`config.mk`:
```
export PLATFORM = sky130hd
export DESIGN_NAME = prog_loader
export DESIGN_NICKNAME = d
export VERILOG_FILES = /design/src/rtl/prog_loader.sv
export SDC_FILE = /design/constraint.sdc
export NUM_CORES = 1
export LEC_CHECK = 0
export CAP_MARGIN = 25
export CORE_MARGIN = 10
export CORE_UTILIZATION = 55
export DETAILED_ROUTE_END_ITERATION = 8
export GPL_TIMING_DRIVEN = 0
export PLACE_DENSITY_LB_ADDON = 0.08
export SLEW_MARGIN = 0
export SYNTH_ARGS = -nofsm -noshare
export SYNTH_HDL_FRONTEND = slang
export SYNTH_SLANG_ARGS = --single-unit
```
`constraint.sdc`:
```
create_clock -name clk -period 2.38 [get_ports clk]
set_clock_uncertainty 0.1 [all_clocks]
set_input_delay 0.238 -clock clk [delete_from_list [all_inputs] [get_ports clk]]
set_output_delay 0.238 -clock clk [all_outputs]
set_load 0.005 [all_outputs]
```
`src/rtl/prog_loader.sv`:
```
`default_nettype none
// ============================================================================
//  Module      : prog_loader
//  Description : Boot-time program loader for the single-cycle CPU core.
//                Accepts a byte stream made of a 4-byte little-endian word
//                count N followed by 4*N payload bytes. Each group of 4 bytes
//                is written as one little-endian word into instruction memory.
//                The core is held in reset while loading and released once
//                the final word has been written. A reload pulse restarts the
//                load without a global reset.
//
//  Optional feature (compile-time macro): PROG_LOADER_CHECKSUM_EN
//                When defined, one extra byte follows the payload. It must
//                equal the XOR of all payload bytes, otherwise the loader
//                enters the error state and keeps the core in reset.
//
//  Ports
//    clk         in   1           system clock, rising edge
//    rst         in   1           asynchronous, active-low reset
//    byte_valid  in   1           upstream byte present
//    byte_data   in   8           upstream byte
//    byte_ready  out  1           loader accepts byte (transfer = valid && ready)
//    reload      in   1           1-cycle pulse: abort/restart load
//    imem_we     out  1           instruction-memory write strobe (1-cycle pulse)
//    imem_addr   out  ADDR_WIDTH  word-aligned byte address
//    imem_wdata  out  DATA_WIDTH  assembled little-endian word
//    cpu_rst     out  1           active-high reset to the core
//    load_done   out  1           image loaded, core running
//    error       out  1           oversize image or checksum mismatch (sticky)
//
//  Revision    : 1.0  initial release
// ============================================================================
module prog_loader #(
  parameter int DATA_WIDTH = 32,
  parameter int ADDR_WIDTH = 12
) (
  input  logic                  clk,
  input  logic                  rst,
  input  logic                  byte_valid,
  input  logic [7:0]            byte_data,
  output logic                  byte_ready,
  input  logic                  reload,
  output logic                  imem_we,
  output logic [ADDR_WIDTH-1:0] imem_addr,
  output logic [DATA_WIDTH-1:0] imem_wdata,
  output logic                  cpu_rst,
  output logic                  load_done,
  output logic                  error
);

  // Word counters need one bit more than the word address so that a count
  // of exactly DEPTH words is representable.
  localparam int          c_WIDX_W = ADDR_WIDTH - 1;
  localparam logic [31:0] c_DEPTH  = 32'd1 << (ADDR_WIDTH - 2);

  typedef enum logic [2:0] {
    S_LEN  = 3'd0,
    S_DATA = 3'd1,
    S_CHK  = 3'd2,
    S_RUN  = 3'd3,
    S_ERR  = 3'd4
  } state_t;

  // State entered once the payload (or an empty header) is complete.
`ifdef PROG_LOADER_CHECKSUM_EN
  localparam state_t c_PAYLOAD_END = S_CHK;
`else
  localparam state_t c_PAYLOAD_END = S_RUN;
`endif

  state_t              r_state;
  state_t              w_state_next;
  logic                w_xfer;
  logic                w_word_done;
  logic [31:0]         w_len;
  logic [1:0]          r_byte_idx;
  logic [23:0]         r_len;
  logic [23:0]         r_word_buf;
  logic [c_WIDX_W-1:0] r_word_idx;
  logic [c_WIDX_W-1:0] r_words_total;
  logic [c_WIDX_W-1:0] w_word_idx_inc;
`ifdef PROG_LOADER_CHECKSUM_EN
  logic [7:0]          r_xor;
`endif

  // byte_ready is a registered copy of "next state accepts bytes", so it is
  // a valid qualifier for the transfer in the current cycle.
  assign w_xfer         = byte_valid && byte_ready;
  assign w_len          = {byte_data, r_len};
  assign w_word_idx_inc = r_word_idx + c_WIDX_W'(1);

  // --------------------------------------------------------------------------
  // State register
  // --------------------------------------------------------------------------
  always_ff @(posedge clk or negedge rst) begin
    if (!rst) begin
      r_state <= S_LEN;
    end else begin
      r_state <= w_state_next;
    end
  end

  // --------------------------------------------------------------------------
  // Next-state logic
  // --------------------------------------------------------------------------
  always_comb begin
    w_state_next = r_state;
    w_word_done  = 1'b0;

    if (reload) begin
      w_state_next = S_LEN;
    end else begin
      case (r_state)
        S_LEN: begin
          if (w_xfer && (r_byte_idx == 2'd3)) begin
            // Oversize check happens before any write, so word_idx can
            // never wrap past the end of memory.
            if (w_len == 32'd0) begin
              w_state_next = c_PAYLOAD_END;
            end else if (w_len > c_DEPTH) begin
              w_state_next = S_ERR;
            end else begin
              w_state_next = S_DATA;
            end
          end
        end

        S_DATA: begin
          if (w_xfer && (r_byte_idx == 2'd3)) begin
            w_word_done = 1'b1;
            // Leave S_DATA together with the last write; cpu_rst follows
            // the state one edge later, after the final word is in memory.
            if (w_word_idx_inc == r_words_total) begin
              w_state_next = c_PAYLOAD_END;
            end
          end
        end

`ifdef PROG_LOADER_CHECKSUM_EN
        S_CHK: begin
          if (w_xfer) begin
            w_state_next = (byte_data == r_xor) ? S_RUN : S_ERR;
          end
        end
`endif

        default: begin
          w_state_next = r_state;
        end
      endcase
    end
  end

  // --------------------------------------------------------------------------
  // Datapath and registered outputs
  // --------------------------------------------------------------------------
  always_ff @(posedge clk or negedge rst) begin
    if (!rst) begin
      r_byte_idx    <= 2'd0;
      r_len         <= '0;
      r_word_buf    <= '0;
      r_word_idx    <= '0;
      r_words_total <= '0;
`ifdef PROG_LOADER_CHECKSUM_EN
      r_xor         <= 8'd0;
`endif
      byte_ready    <= 1'b0;
      imem_we       <= 1'b0;
      imem_addr     <= '0;
      imem_wdata    <= '0;
      cpu_rst       <= 1'b1;
      load_done     <= 1'b0;
      error         <= 1'b0;
    end else if (reload) begin
      // Any byte transferring this cycle and any partial word are dropped.
      r_byte_idx    <= 2'd0;
      r_len         <= '0;
      r_word_buf    <= '0;
      r_word_idx    <= '0;
      r_words_total <= '0;
`ifdef PROG_LOADER_CHECKSUM_EN
      r_xor         <= 8'd0;
`endif
      byte_ready    <= 1'b1;
      imem_we       <= 1'b0;
      cpu_rst       <= 1'b1;
      load_done     <= 1'b0;
      error         <= 1'b0;
    end else begin
      imem_we    <= 1'b0;
      byte_ready <= (w_state_next == S_LEN)  ||
                    (w_state_next == S_DATA) ||
                    (w_state_next == S_CHK);
      // Status follows the current state, i.e. one edge behind the state
      // change, so the last imem write lands before the core is released.
      cpu_rst    <= (r_state != S_RUN);
      load_done  <= (r_state == S_RUN);
      error      <= (r_state == S_ERR);

      case (r_state)
        S_LEN: begin
          if (w_xfer) begin
            r_byte_idx <= r_byte_idx + 2'd1;
            case (r_byte_idx)
              2'd0:    r_len[7:0]    <= byte_data;
              2'd1:    r_len[15:8]   <= byte_data;
              2'd2:    r_len[23:16]  <= byte_data;
              default: r_words_total <= w_len[c_WIDX_W-1:0];
            endcase
          end
        end

        S_DATA: begin
          if (w_xfer) begin
            r_byte_idx <= r_byte_idx + 2'd1;
`ifdef PROG_LOADER_CHECKSUM_EN
            r_xor      <= r_xor ^ byte_data;
`endif
            case (r_byte_idx)
              2'd0:    r_word_buf[7:0]   <= byte_data;
              2'd1:    r_word_buf[15:8]  <= byte_data;
              2'd2:    r_word_buf[23:16] <= byte_data;
              default: r_word_buf        <= r_word_buf;
            endcase
            if (w_word_done) begin
              imem_we    <= 1'b1;
              imem_wdata <= DATA_WIDTH'({byte_data, r_word_buf});
              imem_addr  <= {r_word_idx[ADDR_WIDTH-3:0], 2'b00};
              r_word_idx <= w_word_idx_inc;
            end
          end
        end

        default: begin
          r_byte_idx <= r_byte_idx;
        end
      endcase
    end
  end

endmodule
`default_nettype wire
```
* Yosys cells after proc, flatten, opt, wreduce, memory -nomap -nowiden *
Index checks and enable logic that the tools add are counted.

storage, ports and cells
  input port bits = 12
  register bits = 122
  output and inout bits = 49
  logic and storage cells = 97

operators by class
  mux-type cells = 37
  eq/ne operators = 11
  $add $sub $neg = 2
  order comparisons = 1
  reduce and logical (&&, ||, !) cells = 28
  bitwise operators = 1

operators by type and width
  operator               number
  $mux 24                5
  $mux 11                8
  $gt 32x11->1 const B   1
  $logic_not 32->1       1
  $mux 8                 3
  $reduce_and 3->1       8
  $mux 3                 6
  $reduce_bool 2->1      8
  $add 11x1->11 const B  1
  $eq 11x11->1           1
  $mux 1                 11
  $eq 3x1->1 const B     2
  $eq 3x2->1 const B     2
  $logic_not 3->1        2
  $mux 2                 3
  $pmux 3 s2             1
  $eq 2x2->1 const B     2
  $reduce_and 4->1       1
  $eq 3x3->1 const B     1
  $ne 3x2->1 const B     1
  $reduce_or 3->1        1
  $add 2x1->2 const B    1
  $eq 2x1->1 const B     1
  $logic_and 1x1->1      2
  6 further kinds        7

* Logic depth before layout (Yosys ltp) *
  depth after elaboration = 10
  depth in mapped cells = 7
  depth with buffers taken out = 7

* Least setup slack after synthesis *
OpenSTA, ideal clock, no wires.

  path type = register to register
  start = reg r_state[2]
  end = reg imem_wdata[24]
  cell stages (with the launch flop) = 7
  data required time = 2.155 ns
  slack = 0.347 ns
  arrival = 1.808 ns
  buffers on the path = 2
  path through = dfrtp_1 > and4bb_1 > buf_2 > nand3_4 > nor2_2 > buf_2 > mux2_2

between the ends
  longest elaborated chain between the ends = 4

RTL lines
  item                                 line      text
  start, declared                      71        state_t r_state;
  start signal, assigned               99        r_state <= w_state_next;
  $eq 3x1->1 *                         113, 200
  $mux 1                               113       case (r_state)
  $mux 1                               110       if (reload) begin
  $reduce_and 4->1 (no source line) *  -
  end signal, assigned                 227       imem_wdata <= DATA_WIDTH'({byte_data, r_word_buf});
  end, declared                        45        output logic [DATA_WIDTH-1:0] imem_wdata,

Mark *: on every way between the ends. The rest lies on a longest branch, timed or not.
A chain may end at the register's enable or synchronous reset.

* Final worst setup path *
  start = reg r_word_idx[2]
  end = reg byte_ready

between the ends
  longest elaborated chain between the ends = 10

RTL lines
  item                                           line      text
  start, declared                                79        logic [c_WIDX_W-1:0] r_word_idx;
  start signal, assigned                         229       r_word_idx <= w_word_idx_inc;
  $add 11x1->11 *                                90        assign w_word_idx_inc = r_word_idx + c_WIDX_W'(1);
  $eq 11x11->1 *                                 133       if (w_word_idx_inc == r_words_total) begin
  $mux 3 *                                       133
  $mux 3 *                                       129       if (w_xfer && (r_byte_idx == 2'd3)) begin
  $pmux 3 s2 *                                   113
  $mux 3 *                                       110
  via w_state_next[1]                            72        state_t w_state_next;
  $eq 3x1->1 or $logic_not 3->1 (tied branches)  192, 191
  $logic_or 1x1->1                               191       byte_ready <= (w_state_next == S_LEN) ||
  $logic_or 1x1->1 *                             192       (w_state_next == S_DATA) ||
  $mux 1 *                                       174       end else if (reload) begin
  end signal, assigned                           191
  end, declared                                  41        output logic byte_ready,

Mark *: on every way through the listed nets, which the timed path passes. The rest lies on a longest branch.

==> metrics.md <==
| Metric | Value |
|---|---|
| Status | completed |
| CP startpoint kind | flip-flop |
| Total grt overflow | 0 |
| Top_reg_cell synth | dfrtp_1 |
| Setup WS post-layout | 154 ps |
| Worst flop-to-flop path endpoint | byte_ready |
| FILL cells | 645 |
| Worst-path clk slew | 60 ps |
| Starting DRT DRC Count | 236 |
| Starting Density | 56.0% |
| Critical Path AT | 2510 ps |
| Die Area | 13600 µm² |
| Clock Power Share | 51.0% |
| Slowest-stage cell, CP | or3_4 |
| Min-delay worst type | in -> async |
| First-pass GRT wire length | 19500 µm |
| Hold Vio Cnt, Final | 0 |
| Top Family by Delay on Critical Path | compound AO/OA/AOI/OAI gates |
| Diodes inserted | 0 |
| Yosys cell types | 43 |
| Clock latency at the later pin of the worst-skew pair | 510 ps |
| Flip-flop and latch count after synthesis | 122 |
| NumNets Final | 542 |
| Share of the synthesized area in the top cell type | 59.0% |
| Crit share post-route | 93.5% |
| Post-DP HPWL | 8040 µm |
| Crit Path Max Fanout | 9 |
| Slew @ Worst Pin | 731 ps |
| Port buffer count | 57 |
| Post-synthesis cell area | 5130 µm² |
| Minimum clock period | 2230 ps |
| Storage cell area | 3060 µm² |
| Worst endpoint required time | 2660 ps |
| Final Setup Violations | 0 |
| Clock sinks | 122 |
| Switch share | 24.4% |
| Max incr delay on CP | 410 ps |
| EDFF count, synth | 0 |
| WP depth | 7 |
| Synthesized area per cell | 11.6 µm² |
| Avg Vias per Cell | 5.47 |
| Psw | 0.00122 W |
| Number of max-cap violations | 0 |
| Leak | 2.99 nW |
| Critical Path End | byte_ready |
| Layout cells sized above 1 | 19.3% |
| RSZ-0062 raised after global routing | false |
| Drc violations | 0 |
| FF-to-FF setup slack | 150 ps |
| Via count of the routed design | 3551 |
| CTS tree | built |
| Max IR drop VDD | 489 µV |
| Top area cells in the synthesized netlist | dfrtp_1, mux2_2, o21ai_0 |
| Worst Setup SP | r_word_idx[2] |
| Clk buf depth | 2 |
| CTS Buf Count | 17 |
| Die X | 117 µm |
| Sequential area share after synthesis | 59.6% |
| Combinational share of power | 4.9% |
| Worst path cell trace | buf_2 -> nand3_4 -> or3_4 -> a2111oi_4 -> o2111ai_2 -> o31ai_4 -> a21oi_1 |
| Post-route cell area | 6530 µm² |
| Reg power frac | 44.1% |
| CP Class | reg -> reg |
| I/O pins | 61 |
| Dpl cell area | 5870 µm² |
| Int Power | 0.00377 W |
| CP endpoint kind | flip-flop |
| Largest area contributor in the netlist | dfrtp_1 |
| ANT nets after route | 0 |
| Area growth, synth to finish | 27.3% |
| Mapped Cells | 444 |
| Vias in the first global route | 3835 |
| H-tree Lvls | 4 |
| Die H | 117 µm |
| Slew Limit Fails | 0 |
| Multi-input combinational cell area | 1980 µm² |
| Num rows | 35 |
| Total Routing Usage GR | 18.6% |
| Ys async rst share | 100% |
| GPL Wtd Cong | 0.790 |
| Root buffer cell | clkbuf_8 |
| Fmax | 0.449 GHz |
| Pre-CTS WS | -373 ps |
| Worst slew margin | 51.0% |
| Drt total wl | 11700 µm |
| Detailed-router iteration count before antenna repair | 4 |
| Buffers & Inverters on Critical Path | 1 |
| R2R cell count | 7 |
| Power Density | 765 nW/µm² |
| Antenna violations before repair | 0 |
| Routed len/inst | 18.0 µm |
| CORE AREA | 9150 µm² |
| RR Startpoint | r_word_idx[2] |
| Largest net degree at the start of global routing | 84 |
| Yosys Warn Count | 0 |
-- cell usage after synthesis (3+ instances only) --
| library cell | n |
|---|---|
| clkbuf_1 | 13 |
| nand2_1 | 55 |
| o21ai_0 | 50 |
| xor2_1 | 8 |
| xnor2_1 | 15 |
| ha_1 | 5 |
| nand2b_1 | 10 |
| nor4_1 | 10 |
| a21oi_1 | 10 |
| nor2b_1 | 3 |
| buf_2 | 8 |
| nand3_1 | 8 |
| nor2_1 | 32 |
| mux2i_1 | 11 |
| nor3_1 | 7 |
| mux2_2 | 42 |
| dfrtp_1 | 121 |
| a31oi_1 | 4 |
| inv_1 | 4 |
-- final cells by class --
class / count / share of cell area [%]
multi-input combinational: 294 / 30.4
timing repair buffer: 61 / 9.57
clock inverter: 14 / 2.47
inverter: 4 / 0.230
sequential: 122 / 46.8
buffer: 25 / 1.80
clock buffer: 18 / 6.56
tap: 111 / 2.13
-- worst register-to-register path, delay by kind of cell, from the launching register on --
kind / cells / cell delay [ps]
AOI/OAI and AO/OA: 4 / 940
and+or+nand+nor: 2 / 550
DFF: 1 / 310
buffers and inverters: 1 / 190
-- power groups by stage --
stage	registers [W]	logic, W	clock network, W
2_1_floorplan	0.00222	0.000130	0
3_3_place_gp	0.00223	0.000229	0
3_5_place_dp	0.00224	0.000244	0
4_1_cts	0.00220	0.000249	0.00257
5_1_grt	0.00221	0.000277	0.00269
6_report	0.00220	0.000245	0.00254
-- cells in the final DEF, fill, tap and decap left out, drive strengths merged, types with 2 or more instances in the layout --
cell type	synthesis	layout
nand2	55	55
ha	5	5
xnor2	15	15
nand2b	10	10
buf	11	15
nand4	2	2
clkinv	0	4
nor2b	3	3
inv	4	10
o21ai	50	50
clkbuf	14	32
a31oi	4	4
conb	1	2
mux2	42	42
nor4	10	10
clkdlybuf4s50	0	56
dfrtp	121	121
o21a	2	2
nor2	33	33
bufinv	0	2
clkinvlp	0	2
nor3	7	7
nand3	10	10
mux2i	11	11
xor2	8	8
a21oi	10	10
-- kinds of logic after synthesis --
family,after synthesis,share of synthesized area (%)
DFF,122,59.6
other,1,0.0731
adders and majority gates,5,1.22
xor gates and xnor gates,23,3.93
and+or+nand+nor,137,12.9
buffers and inverters,29,2.49
AOI/OAI and AO/OA,74,8.49
muxes,53,11.4
-- through the flow --
stage | total power, W | std cells | hold WS [ps] | TNS [ps] | utilization (%)
5_1_grt | 0.00518 | 649 | 123 | 0 | 71.3
3_5_place_dp | 0.00248 | 614 | 73.2 | -12940 | 64.1
3_3_place_gp | 0.00246 | 613 | 354 | -449460 | 63.8
2_1_floorplan | 0.00235 | 445 | -158 | 0 | -
6_report | 0.00499 | 649 | 102 | 0 | 71.3
4_1_cts | 0.00503 | 648 | 99.0 | 0 | 71.0
-- repair_timing --
item	in CTS	in global routing
endpoints found under the hold margin	121	0
hold buffers	1	0
resized for setup	5	5
pin swaps	1	1
endpoints found under the setup margin	40	12
setup buffers	1	1
-- routing by layer --
| metal | track usage [%] | share of wire, % | wire length, µm |
|---|---|---|---|
| met1 | 22.0 | 42 | 4940 |
| met2 | 32.1 | 52 | 6060 |
| met3 | 5.39 | 5.1 | 596 |
| met4 | 5.85 | 0.67 | 78 |
| met5 | 0 | 0 | 0 |
-- sequential cells by signal, indices dropped and copies added (netlist names) --
| register | count |
|---|---|
| byte_ready | 1 |
| cpu_rst | 1 |
| error | 1 |
| imem_addr | 10 |
| imem_wdata | 32 |
| imem_we | 1 |
| load_done | 1 |
| r_byte_idx | 2 |
| r_len | 24 |
| r_state | 3 |
| r_word_buf | 24 |
| r_word_idx | 11 |
| r_words_total | 11 |
-- worst min path at each step --
| stage | from | end | slack, ps | cells after the start |
|---|---|---|---|---|
| 2_1_floorplan | rst | byte_ready | -160 | 0 |
| 3_3_place_gp | r_len[12] | r_len[12] | 350 | 2 |
| 3_5_place_dp | rst | r_word_idx[8] | 70 | 1 |
| 4_1_cts | rst | r_words_total[9] | 100 | 2 |
| 5_1_grt | rst | r_word_idx[10] | 120 | 2 |
| 6_report | rst | r_word_idx[10] | 100 | 2 |
No activity file was read; power rests on OpenSTA's default activity.
